### src/rtl/ex_decimator_pkg.sv
// ex_decim_pkg: constants and helpers shared by the decimator slice.
//   DECIM_LOG2_MAX : largest supported log2 decimation factor
//   SAMPLE_W       : width of input/output samples
//   acc_width()    : accumulator width needed for 2^decim_log2 samples
package ex_decim_pkg;

    localparam int DECIM_LOG2_MAX = 8;
    localparam int SAMPLE_W       = 32;

    function automatic int acc_width(input int decim_log2);
        return SAMPLE_W + decim_log2;
    endfunction

endpackage

### src/rtl/ex_decimator_if.sv
// ex_decimator_if: sample input strobe plus valid/ready result port.
//   data_in, data_in_valid        : upstream sample stream (no backpressure)
//   data_out, data_out_valid      : decimated result, held until accepted
//   data_out_ready                : downstream accept
//   overrun                       : sticky, a completed result was dropped
//   modport slave  : the decimator
//   modport master : the environment driving samples and consuming results
interface ex_decimator_if;
    import ex_decim_pkg::*;

    logic signed [SAMPLE_W-1:0] data_in;
    logic                       data_in_valid;
    logic signed [SAMPLE_W-1:0] data_out;
    logic                       data_out_valid;
    logic                       data_out_ready;
    logic                       overrun;

    modport slave (
        input  data_in,
        input  data_in_valid,
        input  data_out_ready,
        output data_out,
        output data_out_valid,
        output overrun
    );

    modport master (
        output data_in,
        output data_in_valid,
        output data_out_ready,
        input  data_out,
        input  data_out_valid,
        input  overrun
    );

endinterface

### src/rtl/ex_decimator_out_stage.sv
// ex_out_stage: output holding register for decimated results.
//   clk, rst        : clock, synchronous active-high reset
//   load, result    : block completed this cycle with this value
//   ready           : downstream accepts data_out this cycle
//   data_out        : held result (stable while valid and not ready)
//   data_out_valid  : data_out holds an undelivered result
//   overrun         : sticky, set when a completed result had nowhere to go
module ex_out_stage
    import ex_decim_pkg::*;
(
    input  logic                       clk,
    input  logic                       rst,
    input  logic                       load,
    input  logic signed [SAMPLE_W-1:0] result,
    input  logic                       ready,
    output logic signed [SAMPLE_W-1:0] data_out,
    output logic                       data_out_valid,
    output logic                       overrun
);

    always_ff @(posedge clk) begin
        if (rst) begin
            data_out       <= '0;
            data_out_valid <= 1'b0;
            overrun        <= 1'b0;
        end else if (load) begin
            // The slot is free if empty or being drained this same cycle.
            if (!data_out_valid || ready) begin
                data_out       <= result;
                data_out_valid <= 1'b1;
            end else begin
                overrun <= 1'b1;
            end
        end else if (data_out_valid && ready) begin
            data_out_valid <= 1'b0;
        end
    end

endmodule

### src/rtl/ex_decimator.sv
// ex_decimator: averages blocks of 2^decim_log2 signed samples.
//   parameter decim_log2 : log2 of the decimation factor (0..8, 0 = pass-through)
//   clk, rst             : clock, synchronous active-high reset
//   bus (slave)          : sample input strobe, valid/ready result, overrun
// Build option EX_DECIMATOR_ROUND_EN: round half up instead of truncating
// toward -inf when dividing the block sum.
module ex_decimator
    import ex_decim_pkg::*;
#(
    parameter int decim_log2 = 2
) (
    input  logic          clk,
    input  logic          rst,
    ex_decimator_if.slave bus
);

    localparam int               ACC_W    = acc_width(decim_log2);
    localparam int               CNT_W    = (decim_log2 > 0) ? decim_log2 : 1;
    localparam logic [CNT_W-1:0] CNT_LAST = CNT_W'((1 << decim_log2) - 1);

    logic signed [ACC_W-1:0]    acc;
    logic signed [ACC_W-1:0]    din_ext;
    logic signed [ACC_W-1:0]    sum;
    logic signed [ACC_W-1:0]    sum_adj;
    logic        [CNT_W-1:0]    cnt;
    logic                       block_done;
    logic signed [SAMPLE_W-1:0] result;

    assign din_ext    = ACC_W'(bus.data_in);
    assign sum        = acc + din_ext;
    assign block_done = bus.data_in_valid && (cnt == CNT_LAST);

`ifdef EX_DECIMATOR_ROUND_EN
    if (decim_log2 > 0) begin : g_round
        assign sum_adj = sum + (ACC_W'(1) << (decim_log2 - 1));
    end else begin : g_no_round
        assign sum_adj = sum;
    end
`else
    assign sum_adj = sum;
`endif

    // The mean of N in-range samples always fits back in SAMPLE_W bits.
    assign result = SAMPLE_W'(sum_adj >>> decim_log2);

    always_ff @(posedge clk) begin
        if (rst) begin
            acc <= '0;
            cnt <= '0;
        end else if (bus.data_in_valid) begin
            if (block_done) begin
                acc <= '0;
                cnt <= '0;
            end else begin
                acc <= sum;
                cnt <= cnt + CNT_W'(1);
            end
        end
    end

    ex_out_stage u_out_stage (
        .clk            (clk),
        .rst            (rst),
        .load           (block_done),
        .result         (result),
        .ready          (bus.data_out_ready),
        .data_out       (bus.data_out),
        .data_out_valid (bus.data_out_valid),
        .overrun        (bus.overrun)
    );

endmodule

### src/flat_wrapper.sv
// flat-port wrapper written by rule: the top's interface ports become plain ports
module ex_decimator_flat import ex_decim_pkg::*;
#(
    parameter int decim_log2 = 2
)
  (clk, rst, bus_data_in, bus_data_in_valid, bus_data_out_ready, bus_data_out, bus_data_out_valid, bus_overrun);
  ex_decimator_if bus_i ();
  input  logic clk;
  input  logic rst;
  input wire logic [$bits(bus_i.data_in)-1:0] bus_data_in;
  input wire logic [$bits(bus_i.data_in_valid)-1:0] bus_data_in_valid;
  input wire logic [$bits(bus_i.data_out_ready)-1:0] bus_data_out_ready;
  output wire logic [$bits(bus_i.data_out)-1:0] bus_data_out;
  output wire logic [$bits(bus_i.data_out_valid)-1:0] bus_data_out_valid;
  output wire logic [$bits(bus_i.overrun)-1:0] bus_overrun;
  assign bus_i.data_in = bus_data_in;
  assign bus_i.data_in_valid = bus_data_in_valid;
  assign bus_i.data_out_ready = bus_data_out_ready;
  assign bus_data_out = bus_i.data_out;
  assign bus_data_out_valid = bus_i.data_out_valid;
  assign bus_overrun = bus_i.overrun;
  ex_decimator #(.decim_log2(decim_log2)) u_core (.clk(clk), .rst(rst), .bus(bus_i));
endmodule
### config.mk
export PLATFORM = sky130hd
export DESIGN_NAME = ex_decimator_flat
export DESIGN_NICKNAME = d
export VERILOG_FILES = /design/src/rtl/ex_decimator_pkg.sv /design/src/rtl/ex_decimator_if.sv /design/src/rtl/ex_decimator_out_stage.sv /design/src/rtl/ex_decimator.sv /design/src/flat_wrapper.sv
export SDC_FILE = /design/constraint.sdc
export NUM_CORES = 1
export LEC_CHECK = 0
export BUFFER_PORTS_ARGS = -buffer_cell sky130_fd_sc_hd__buf_2
export CAP_MARGIN = 20
export CORE_ASPECT_RATIO = 1.4
export CORE_UTILIZATION = 55
export CTS_CLUSTER_DIAMETER = 50
export DETAILED_ROUTE_END_ITERATION = 8
export PLACE_DENSITY = 0.77
export SETUP_SLACK_MARGIN = 0.02
export SLEW_MARGIN = 20
export SYNTH_ARGS = -nofsm -noshare
export SYNTH_HDL_FRONTEND = slang
export SYNTH_HIERARCHICAL = 1
export SYNTH_SLANG_ARGS = --single-unit
### constraint.sdc
create_clock -name clk -period 3.75 [get_ports clk]
set_clock_uncertainty 0.15 [all_clocks]
set_input_delay 0.75 -clock clk [delete_from_list [all_inputs] [get_ports clk]]
set_output_delay 0.75 -clock clk [all_outputs]
set_load 0.02 [all_outputs]
# Yosys cells after proc, flatten, opt, wreduce, memory -nomap -nowiden
# Index checks and enable logic that the tools add are counted.
# word_totals
register_bits	70
input_bits	36
output_inout_bits	34
elab_cells	23
# classes
addsub	2
n_eq_ne	2
muxes	5
bitwise	1
n_reduce_logical	8
# op_table
operator	count
$add 34x32->34	1
$mux 34	1
$reduce_and 2->1	3
$mux 1	3
$add 2x1->2 const B	1
$eq 2x2->1 const B	1
$logic_and 1x1->1	2
$mux 2	1
$ne 2x2->1 const B	1
$reduce_bool 2->1	1
$logic_not 1->1	1
$logic_or 1x1->1	1
$not 1->1	1

# Logic depth before layout (Yosys ltp)
# Gate-level depths: netlist (run 1).
# depth
word_depth	4
depth_mapped	12
mapped_depth_nobuf	12

# Cells and area by module
# Netlist (run 1), hierarchy kept.
# by_module_without_submodules
mod	n_inst	cells_per_inst	area_per_inst_um2	seq_area_each_um2
ex_decimator	1	389	3156.8	720.7
ex_out_stage	1	147	1539.0	680.7

# Worst setup path before layout (run 1)
# No wires, ideal clock.
# synth_timing
path_kind	input to register
from	input port bus_data_in[0]
to	register u_core.u_out_stage.data_out[26]
setup_ns	0.072
arrival_ns	3.268
t_required_ns	3.528
path_slack_ns	0.260
cell_stages	12
path_buffers	0
cell_sequence	ha_1 fa_1 a21o_1 a311o_1 o211a_1 a41o_1 a221oi_4 o21bai_1 a21boi_1 xnor2_1 nand2b_1 mux2i_1
# synth_via
elab_chain_cells	1
# synth_rtl
item	line	rtl
start: declaration	flat_wrapper.sv:10	input wire logic [$bits(bus_i.data_in)-1:0] bus_data_in;
$add 34x32->34	ex_decimator.sv:30	assign sum = acc + din_ext;
net u_core.sum[28]	ex_decimator.sv:23	logic signed [ACC_W-1:0] sum;
end signal: assignment	ex_decimator_out_stage.sv:29	data_out <= result;
end: declaration	ex_decimator_out_stage.sv:16	output logic signed [SAMPLE_W-1:0] data_out,
# The timed path passes the listed nets, and every way through them passes these cells.
# A chain may end at the register's enable or synchronous reset.

# Final worst setup path (run 1)
# Same ends and word-level chain as after synthesis.

==> metrics.txt, run 1 <==
GRT Total Usage 26.5%; Nets approximately 660; Final Hold Fails 0; clk sinks 70; antenna-violating nets left 0; setup slack, reg-to-reg between 0.5 and 0.6 ns; Worst R2R Path Depth 12; f_max 291 MHz; Die X between 80 and 90 um; worst r2r src u_core/acc[0]$_SDFFE_PP0P_; Rel. slew slack 55.2%; DRC violations left 0; Clk pin slew, worst setup/hold paths roughly 0.06 ns; initial core utilization between 50 and 60%; Seq/Total Area, Yosys between 20% and 30%; CTS tree yes; Vias per Instance 5.87; final WL approximately 11 mm; I/O pins 70; Synth top area share just under 30%; worst slew pin tran between 0.6 and 0.7 ns; vias around 4000; WP data required around 3.9 ns; crit-path cells buf_2 -> ha_1 -> fa_1 -> a21o_1 -> a311o_1 -> o211a_1 -> a41o_1 -> a221oi_4 -> o21bai_1 -> a21boi_1 -> xnor2_1 -> nand2b_1 -> mux2i_1; register area between 1000 and 1500 sq um; Yosys cell types 59; clock buffer depth 2; P per Cell Area 503 nW/um^2; area delta synth->final 14.8%; WP data arrival approximately 3.5 ns; vias in the first global route ~4000; Synthesis Warnings 6; CP max stage delay 0.42 ns; global-route wire length before repair roughly 18 mm; CP Capture Type flop; Max rail drop VDD about 250 uV; worst hold path type reg2reg; CTS root buf clkbuf_16; #FFs+latches synth 70; dpl cells between 600 and 700; I/O Buffers 69; DIE HEIGHT approximately 110 um; share of layout cells above drive strength 1 ~17%; drt initial violations roughly 180; row count 39; HPWL after detailed placement about 8.0 mm; Worst Hold Path EP u_core/u_out_stage/data_out[20]$_SDFFE_PP0P_; RSZ-0062 raised after global routing false; Crit Path Class in2reg; Min-Delay Startpoint u_core/u_out_stage/data_out[20]$_SDFFE_PP0P_; # Post-CTS Setup Buffers 0; WHS Path Cells 2; FILL cells ~700; top post-synthesis cells by area dfxtp_1 30%, ha_1 9.1%, nand2b_1 8.9%; Slew Viols, Final 0; placer congestion estimate a little under 0.9; Hold Slack 0.321 ns; leakage 2.50 nW; die footprint roughly 9000 sq um; final setup fails 0; initial antenna violation count 1; global route overflow 0; net count after synthesis just over 600; 1st-pass router iterations 5; RR Endpoint u_core/u_out_stage/data_out[26]$_SDFFE_PP0P_; core footprint just over 8000 sq um; overall power about 2.7 mW; mapped cell area ~4700 sq um; CTS Hold Bufs 0; Final period util about nine tenths; Slowest-stage cell, CP fa_1; Synth area leader dfxtp_1; post-layout util 65.8%; Clock Latency Late Sink 0.33 ns; largest net degree at the start of global routing 60; Most used DFF post-synth dfxtp_1; fraction of registers with async set/reset 0%; CP startpoint kind input port; total CTS buffers 9; fin cells 700; H-tree depth 3; synthesized instance count approximately 540; MaxCap Viol Count 0; status finished clean; EDFF count, synth 0; PostCTS Resize Cnt 0; multi-input combinational cell area 3100 sq um; Tmin final 3.44 ns; syn avg cell area 8.76 sq um; Routed WL per cell 16.1 um; Crit Path Max Fanout 3
-- power by group --
group / total (mW) / switching [mW] / internal (mW)
logic: 0.925 / 0.524 / 0.401
registers: 0.850 / 0.0382 / 0.812
clock network: 0.937 / 0.335 / 0.602
-- registers in the layout, indices dropped and copies added (netlist names) --
signal,count
u_core/acc,34
u_core/u_out_stage/data_out,32
u_core/cnt,2
u_core/u_out_stage/data_out_valid,1
u_core/u_out_stage/overrun,1
-- per-stage QoR --
step | setup TNS [ns] | area [sq um] | setup WS, ns
after global placement | 0 | 5060 | 0.0532
after detailed placement | -0.00909 | 5060 | -0.00909
after global routing | 0 | 5390 | 0.189
after CTS | 0 | 5390 | 0.342
final | 0 | 5390 | 0.313
after floorplan | 0 | 4700 | 0.260
-- cells in the mapped netlist (5+ instances only) --
cell type	count
a21oi_1	44
clkbuf_1	28
mux2i_1	35
nor2b_1	16
xnor2_1	20
inv_1	5
ha_1	34
nor2_1	31
and2_1	6
o21a_1	7
nand2b_1	67
nor3_1	5
a22o_1	19
a31oi_1	5
a21o_1	27
nand2_1	17
xor2_1	13
nand4_1	11
o21ai_0	19
dfxtp_1	70
-- critical path: cells and delay by family --
family	cells	cell delay, ns
AO/OA/AOI/OAI	7	1.72
adder cells (fa/ha/maj)	2	0.63
buffers and inverters	1	0.10
AND/OR/NAND/NOR	1	0.07
multiplexers	1	0.13
XOR/XNOR	1	0.14
-- cells in the final DEF, fill, tap and decap left out, drive strengths merged, types with 7 or more instances in the layout --
cell	Yosys	layout
mux2i	35	35
dfxtp	70	70
nand4	11	11
nand2b	67	67
o21a	7	7
xor2	13	13
buf	6	79
xnor2	20	20
a22o	19	19
a21oi	44	44
o21ai	20	20
a21o	27	27
clkbuf	28	11
nor2	31	31
nor2b	18	18
ha	34	34
nand2	17	17
-- cells by family (layout without fill, tap and decap cells) --
family	after synthesis	after routing	share of synthesized area, %
buffers and inverters	39	100	4.34
AOI/OAI and AO/OA	150	150	21.9
xor gates and xnor gates	33	33	6.16
muxes	35	35	7.46
and+or+nand+nor	174	174	20.8
other	0	1	0
adders and majority gates	35	35	9.49
DFF	70	70	29.8
-- worst max-delay path by stage --
| stage | startpoint | end | slack [ns] | depth (start not counted) |
|---|---|---|---|---|
| 2_1_floorplan | bus_data_in[0] | u_core/u_out_stage/data_out[26]$_SDFFE_PP0P_ | 0.26 | 12 |
| 3_3_place_gp | bus_data_in[0] | u_core/u_out_stage/data_out[26]$_SDFFE_PP0P_ | 0.05 | 13 |
| 3_5_place_dp | bus_data_in[0] | u_core/u_out_stage/data_out[26]$_SDFFE_PP0P_ | -0.009 | 13 |
| 4_1_cts | bus_data_in[0] | u_core/u_out_stage/data_out[26]$_SDFFE_PP0P_ | 0.34 | 13 |
| 5_1_grt | bus_data_in[0] | u_core/u_out_stage/data_out[26]$_SDFFE_PP0P_ | 0.19 | 13 |
| 6_report | bus_data_in[0] | u_core/u_out_stage/data_out[26]$_SDFFE_PP0P_ | 0.31 | 13 |
-- routing by layer --
metal / track usage [%] / up-vias / share of wire, %
li1: - / 2028 / -
met1: 29.2 / 1939 / 40
met2: 47.6 / 110 / 52
met3: 5.08 / 31 / 4.0
met4: 12.9 / 0 / 3.1
met5: 0 / - / 0
-- final cells by class --
type	instances	share of cell area (%)
Multi-Input combinational cell	427	57.4
Sequential cell	70	26.0
Timing Repair Buffer	79	7.80
Clock buffer	11	4.50
Tap cell	102	2.37
Clock inverter	5	1.51
Inverter	5	0.348
Antenna cell	1	0.0464
Note: power is estimated with default switching activity, not from simulation.
==> inputs of run 2 (changes only) <==
--- a/config.mk
+++ b/config.mk
@@ -8,6 +8,7 @@
 export BUFFER_PORTS_ARGS = -buffer_cell sky130_fd_sc_hd__buf_2
 export CAP_MARGIN = 20
 export CORE_ASPECT_RATIO = 1.4
+export CORE_MARGIN = 4
 export CORE_UTILIZATION = 55
 export CTS_CLUSTER_DIAMETER = 50
 export DETAILED_ROUTE_END_ITERATION = 8
==> constraint.sdc (replaced) <==
create_clock -name clk -period 3.75 [get_ports clk]
set_clock_uncertainty 0.15 [all_clocks]
set_input_delay 0.5625 -clock clk [delete_from_list [all_inputs] [get_ports clk]]
set_output_delay 0.5625 -clock clk [all_outputs]
set_load 0.02 [all_outputs]
==> run 2 against run 1 <==
Sequential share of layout area rose by 0.29 points. Register-to-register slack worse by 0.03 ns. First-iteration DRC count increased by 9.0%. Largest cell class unchanged. Clock-buffer cell count rose by 3. Final cell count fell by 0.57%. Clock power shrank 16%. Hold slack got worse by 0.0036 ns. Fmax is 5.3% higher. Flip-flop and latch count stayed put. Worst setup slack better by 0.17 ns. Critical path depth is the same. Cell area shrank 1.1%. Largest power group is now combinational logic. Highest routed layer unchanged.
==> metrics.txt, run 2 (synthesized netlist as in run 1, its figures left out) <==
Worst Hold Path EP u_core/u_out_stage/data_out[4]$_SDFFE_PP0P_; worst r2r src u_core/acc[0]$_SDFFE_PP0P_; Crit Path Class in2reg; clock buffer depth 2; clk sinks 70; total CTS buffers 9; Flop pwr share approximately a third; P per Cell Area roughly 480 nW/um^2; initial core utilization 56.9%; Worst R2R Path Depth 12; GRT Total Usage about 23%; I/O pins 70; crit-path cells buf_2 -> ha_1 -> fa_1 -> a21o_1 -> a311o_1 -> o211a_1 -> a41o_1 -> a221oi_4 -> o21bai_1 -> a21boi_1 -> xnor2_1 -> nand2b_1 -> mux2i_1; CP max stage delay 0.41 ns; dpl cells approximately 680; diode count 0; WHS Path Cells 2; worst hold path type reg2reg; Final period util 87.0%; Max rail drop VDD ~260 uV; MaxCap Viol Count 0; post-route setup slack roughly 0.49 ns; largest register by flop count u_core/acc; worst slew pin tran roughly 0.7 ns; area delta synth->final 13.5%; fin area ~5300 sq um; HPWL after detailed placement ~8.3 mm; WP data arrival 3.38 ns; Rel. slew slack approximately 55%; antenna-violating nets left 0; Final Hold Fails 0; fin cells 696; final WL about 11 mm; I/O Buffers 69; Clock Latency Late Sink between 0.3 and 0.4 ns; Tmin final between 3 and 4 ns; drt initial violations approximately 190; P_int 1.69 mW; DRC violations left 0; H-tree depth 3; Crit Path Max Fanout 3; Setup WS pre-CTS 0.192 ns; Vias per Instance ~5.8; core footprint 8250 sq um; global route overflow 0; 1st-pass router iterations 4; global-route wire length before repair 18.6 mm; setup slack, reg-to-reg slightly above 0.5 ns; RR Endpoint u_core/u_out_stage/data_out[26]$_SDFFE_PP0P_; total net switching power approximately 0.86 mW; DIE HEIGHT 117 um; WP buf/inv 1; commonest cells after routing, fill and taps aside 70 x dfxtp_1, 69 x buf_2, 67 x nand2b_1; CTS root buf clkbuf_16; vias just over 4000; leakage between 2 and 2.5 nW; CTS Hold Bufs 0; vias in the first global route between 4000 and 5000; WP data required roughly 3.9 ns; die footprint just over 10000 sq um; Largest regs u_core/acc: 34 flops, u_core/u_out_stage/data_out: 32 flops, u_core/cnt: 2 flops; RSZ-0062 raised after global routing false; largest net degree at the start of global routing between 50 and 60; f_max a little over 300 MHz; FILL cells approximately 680; max FFs per register 34; cell family with most CP delay compound AO/OA/AOI/OAI gates; share of layout cells above drive strength 1 around 16%; CP startpoint kind input port; initial antenna violation count 0; Routed WL per cell around 16 um; row count 39; Slowest-stage cell, CP fa_1; Nets about 660; final setup fails 0; Logic pwr share approximately 36%; Placed Area around 5100 sq um; PostCTS Resize Cnt 0; placer congestion estimate around 0.9; Switching Fraction between 30% and 40%; CTS tree yes; Final TNS setup 0 ns; Slew Viols, Final 0; Die X ~86 um; # Post-CTS Setup Buffers 0; Clk pin slew, worst setup/hold paths roughly 0.050 ns; commonest non-fill, non-tap cell in the layout dfxtp_1; Clk network pwr share about 31%; CP Capture Type flop; status finished clean; Min-Delay Startpoint u_core/u_out_stage/data_out[4]$_SDFFE_PP0P_
run 2: how the worst max path moves through the flow:
| stage | startpoint | end | slack, ns | depth (start not counted) |
|---|---|---|---|---|
| after floorplan | bus_data_in[0] | u_core/u_out_stage/data_out[26]$_SDFFE_PP0P_ | 0.45 | 12 |
| after global placement | bus_data_in[0] | u_core/u_out_stage/data_out[26]$_SDFFE_PP0P_ | 0.26 | 13 |
| after detailed placement | bus_data_in[0] | u_core/u_out_stage/data_out[26]$_SDFFE_PP0P_ | 0.19 | 13 |
| after CTS | bus_data_in[0] | u_core/u_out_stage/data_out[26]$_SDFFE_PP0P_ | 0.53 | 13 |
| after global routing | bus_data_in[0] | u_core/u_out_stage/data_out[26]$_SDFFE_PP0P_ | 0.42 | 13 |
| final | bus_data_in[0] | u_core/u_out_stage/data_out[26]$_SDFFE_PP0P_ | 0.49 | 13 |
run 2: routing by layer:
layer  vias up  routed length (um)  global-route usage (%)
li1       2033                   -                       -
met4         0                 350                    11.6
met5         -                   0                       0
met2        94                5890                    41.2
met1      1879                4440                    24.6
met3        25                 441                    3.23
run 2: tightest hold or removal path: stages (launching register included):
cell and delay [ns]:
dfxtp_1 0.30, nand2b_1 0.06, mux2i_1 0.05
run 2: metrics by stage:
| step | total power [mW] | hold WS [ns] | utilization, % |
|---|---|---|---|
| floorplan | 1.57 | 0.286 | - |
| CTS | 2.56 | 0.323 | 64.6 |
| finish | 2.55 | 0.317 | 64.6 |
| detailed placement | 1.76 | 0.309 | 61.4 |
| global placement | 1.74 | 0.296 | 61.4 |
| global route | 2.69 | 0.336 | 64.6 |
run 2: final cells by class:
class	instances	area, sq um	area share, %
multi-input cells	427	3100	58.1
repair buffers	77	418	7.84
flip-flops and latches	70	1400	26.3
clock buffers	14	264	4.95
inverters	5	18.8	0.352
well taps	102	128	2.39
clock inverters	1	5.00	0.0939
run 2: power by group through the flow:
stage / clock [mW] / combinational [mW] / sequential, mW
2_1_floorplan: 0 / 0.705 / 0.861
3_3_place_gp: 0 / 0.874 / 0.863
3_5_place_dp: 0 / 0.896 / 0.866
4_1_cts: 0.802 / 0.904 / 0.852
5_1_grt: 0.824 / 1.01 / 0.859
6_report: 0.785 / 0.910 / 0.853
==> inputs of run 3 (changes only) <==
--- a/config.mk
+++ b/config.mk
@@ -5,14 +5,14 @@
 export SDC_FILE = /design/constraint.sdc
 export NUM_CORES = 1
 export LEC_CHECK = 0
+export ABC_AREA = 1
 export BUFFER_PORTS_ARGS = -buffer_cell sky130_fd_sc_hd__buf_2
 export CAP_MARGIN = 20
 export CORE_ASPECT_RATIO = 1.4
 export CORE_MARGIN = 4
-export CORE_UTILIZATION = 55
+export CORE_UTILIZATION = 41
 export CTS_CLUSTER_DIAMETER = 50
 export DETAILED_ROUTE_END_ITERATION = 8
-export PLACE_DENSITY = 0.77
 export SETUP_SLACK_MARGIN = 0.02
 export SLEW_MARGIN = 20
 export SYNTH_ARGS = -nofsm -noshare
==> run 3 against run 2 <==
Worst setup slack better by 0.76 ns. Non-clock buffer count down 3. Flip-flop and latch count did not move. Core utilization fell by 17 points. Routed wire length grew 35%. Sequential share of layout area down 2.7 points. Cell area grew 11%. Largest cell class unchanged.
==> metrics.txt, run 3 <==
worst slew pin tran approximately 0.74 ns; largest register by flop count u_core/acc; f_max about 400 MHz; initial core utilization 42.2%; CTS Hold Bufs 0; CTS root buf clkbuf_16; net count after synthesis between 900 and 1000; Slew Viols, Final 0; Clk pin slew, worst setup/hold paths 0.06 ns; Final Hold Fails 0; Synth top area share a little over a quarter; Final TNS setup 0 ns; fin area slightly below 6000 sq um; P_int 1.63 mW; Placed Area roughly 5600 sq um; Flop pwr share 32.3%; HPWL after detailed placement between 10 and 15 mm; area delta synth->final 13.7%; overall power 2.58 mW; vias in the first global route 4916; Switching Fraction between 30% and 40%; Nets approximately 960; PostCTS Resize Cnt 0; crit path to u_core/u_out_stage/data_out[30]$_SDFFE_PP0P_; worst hold path type reg2reg; largest net degree at the start of global routing between 60 and 70; final WL 15.0 mm; I/O Buffers 69; total net switching power 0.947 mW; P per Cell Area 434 nW/um^2; fraction of registers with async set/reset 0%; clk sinks 70; share of layout cells above drive strength 1 14.7%; Final period util between 60% and 70%; Die X just over 100 um; CP Capture Type flop; synthesized instance count between 800 and 900; Synth area leader dfxtp_1; syn avg cell area between 6 and 7 sq um; H-tree depth 3; Hold Slack about 0.30 ns; Synthesis Warnings 6; WP data arrival approximately 2.6 ns; drt initial violations between 200 and 250; I/O pins 70; row count 48; global-route wire length before repair ~24 mm; Logic pwr share roughly a third; Clock Latency Late Sink 0.34 ns; worst r2r src u_core/acc[0]$_SDFFE_PP0P_; initial antenna violation count 0; total CTS buffers 9; Worst R2R Path Depth 15; 1st-pass router iterations 5; GRT Total Usage between 20% and 30%; Most used DFF post-synth dfxtp_1; Rel. slew slack 50.5%; DRC violations left 0; commonest non-fill, non-tap cell in the layout nand2_1; Crit Path Class in2reg; mapped cell area between 5000 and 6000 sq um; Worst Setup SP bus_data_in[0]; status finished clean; diode count 0; clock buffer depth 2; most common cell in the netlist nand2_1; max FFs per register 34; # Post-CTS Setup Buffers 0; Clk network pwr share 34.5%; Largest regs u_core/acc: 34 flops, u_core/u_out_stage/data_out: 32 flops, u_core/cnt: 2 flops; WP data required between 3 and 4 ns; #FFs+latches synth 70; die footprint 14600 sq um; MaxCap Viol Count 0; Crit Path Max Fanout 4; commonest cells after routing, fill and taps aside 239 x nand2_1, 110 x inv_1, 103 x a21oi_1; post-layout util around 48%; Seq/Total Area, Yosys between 20 and 30%; Yosys cell types 31; antenna-violating nets left 0; EDFF count, synth 0; leakage between 3 and 4 nW; Max rail drop VDD about 190 uV; RSZ-0062 raised after global routing false; Routed WL per cell between 10 and 15 um; global route overflow 0; DIE HEIGHT about 140 um; RR Endpoint u_core/u_out_stage/data_out[30]$_SDFFE_PP0P_; vias ~5200; Post-synth top cells 239 x nand2_1, 111 x inv_1, 103 x a21oi_1, 78 x nor2_1, 70 x dfxtp_1; Tmin final 2.51 ns; core footprint between 10000 and 15000 sq um; final setup fails 0; CTS tree yes; setup slack, reg-to-reg approximately 1.3 ns; CP startpoint kind input port; placer congestion estimate 0.933; Vias per Instance between 4 and 5; top post-synthesis cells by area dfxtp_1 27%, nand2_1 17%, a21oi_1 9.9%
run 3: cell types whose count changed after synthesis, moves of 47 or more:
cell      change
nand3_1      +54
nand2b_1     -67
nand2_1     +222
nor2_1       +47
inv_1       +106
a21oi_1      +59
run 3: worst min path at each step:
stage                                                  from  cells after the start  slack (ns)                                 endpoint
finish              u_core/u_out_stage/overrun$_SDFFE_PP0P_                      2        0.30  u_core/u_out_stage/overrun$_SDFFE_PP0P_
global route                              bus_data_in_valid                      2        0.33               u_core/cnt[0]$_SDFFE_PP0P_
CTS                                       bus_data_in_valid                      2        0.30               u_core/cnt[0]$_SDFFE_PP0P_
floorplan                        u_core/cnt[1]$_SDFFE_PP0P_                      2        0.29               u_core/cnt[1]$_SDFFE_PP0P_
detailed placement  u_core/u_out_stage/overrun$_SDFFE_PP0P_                      2        0.29  u_core/u_out_stage/overrun$_SDFFE_PP0P_
global placement    u_core/u_out_stage/overrun$_SDFFE_PP0P_                      2        0.29  u_core/u_out_stage/overrun$_SDFFE_PP0P_
run 3: layout make-up:
cell class              count  area, sq um
clock buffers              10          239
fillers                  1363         6440
inverters                 116          435
clock inverters             6         68.8
well taps                 150          188
repair buffers             74          383
multi-input cells         621         3220
flip-flops and latches     70         1400
run 3: worst max-delay path: stages:
cell and delay (ns):
buf_2 0.10, ha_1 0.24, fa_1 0.44, nand3_1 0.12
nand2_2 0.09, nand2_1 0.07, nand2_1 0.10, nand3_1 0.11
nand2_2 0.11, nand2_1 0.10, nand3_1 0.08, and2_1 0.18
inv_1 0.06, nand3_2 0.06, nand2_1 0.09, nor2_1 0.04
run 3: power by group through the flow:
stage                     sequential, mW  combinational (mW)  clock, mW
after global routing               0.837               0.972      0.939
after detailed placement           0.848               0.851          0
after CTS                          0.832               0.857      0.913
after global placement             0.848               0.853          0
after floorplan                    0.847               0.634          0
final                              0.832               0.855      0.889
run 3: per-stage QoR:
step                      setup slack (ns)  cells
after detailed placement             0.871   1031
final                                 1.24   1047
after global routing                 0.992   1047
after floorplan                       1.30    834
after CTS                             1.24   1047
after global placement               0.897   1031
run 3: kinds of logic (layout without fill, tap and decap cells):
kind of cell               Yosys count  count (layout)  share of synthesized area, %
AOI/OAI and AO/OA                  130             130                          12.8
xor gates and xnor gates            17              17                          3.29
adders and majority gates           35              35                          8.54
buffers and inverters              143             206                          11.6
DFF                                 70              70                          26.9
and+or+nand+nor                    439             439                          37.0
run 3: routing by layer:
layer / track usage [%] / vias up / wire, um
met2: 38.3 / 89 / 7780
met5: 0 / - / 0
met4: 7.23 / 0 / 329
li1: - / 2763 / -
met3: 3.49 / 16 / 540
met1: 24.4 / 2353 / 6380
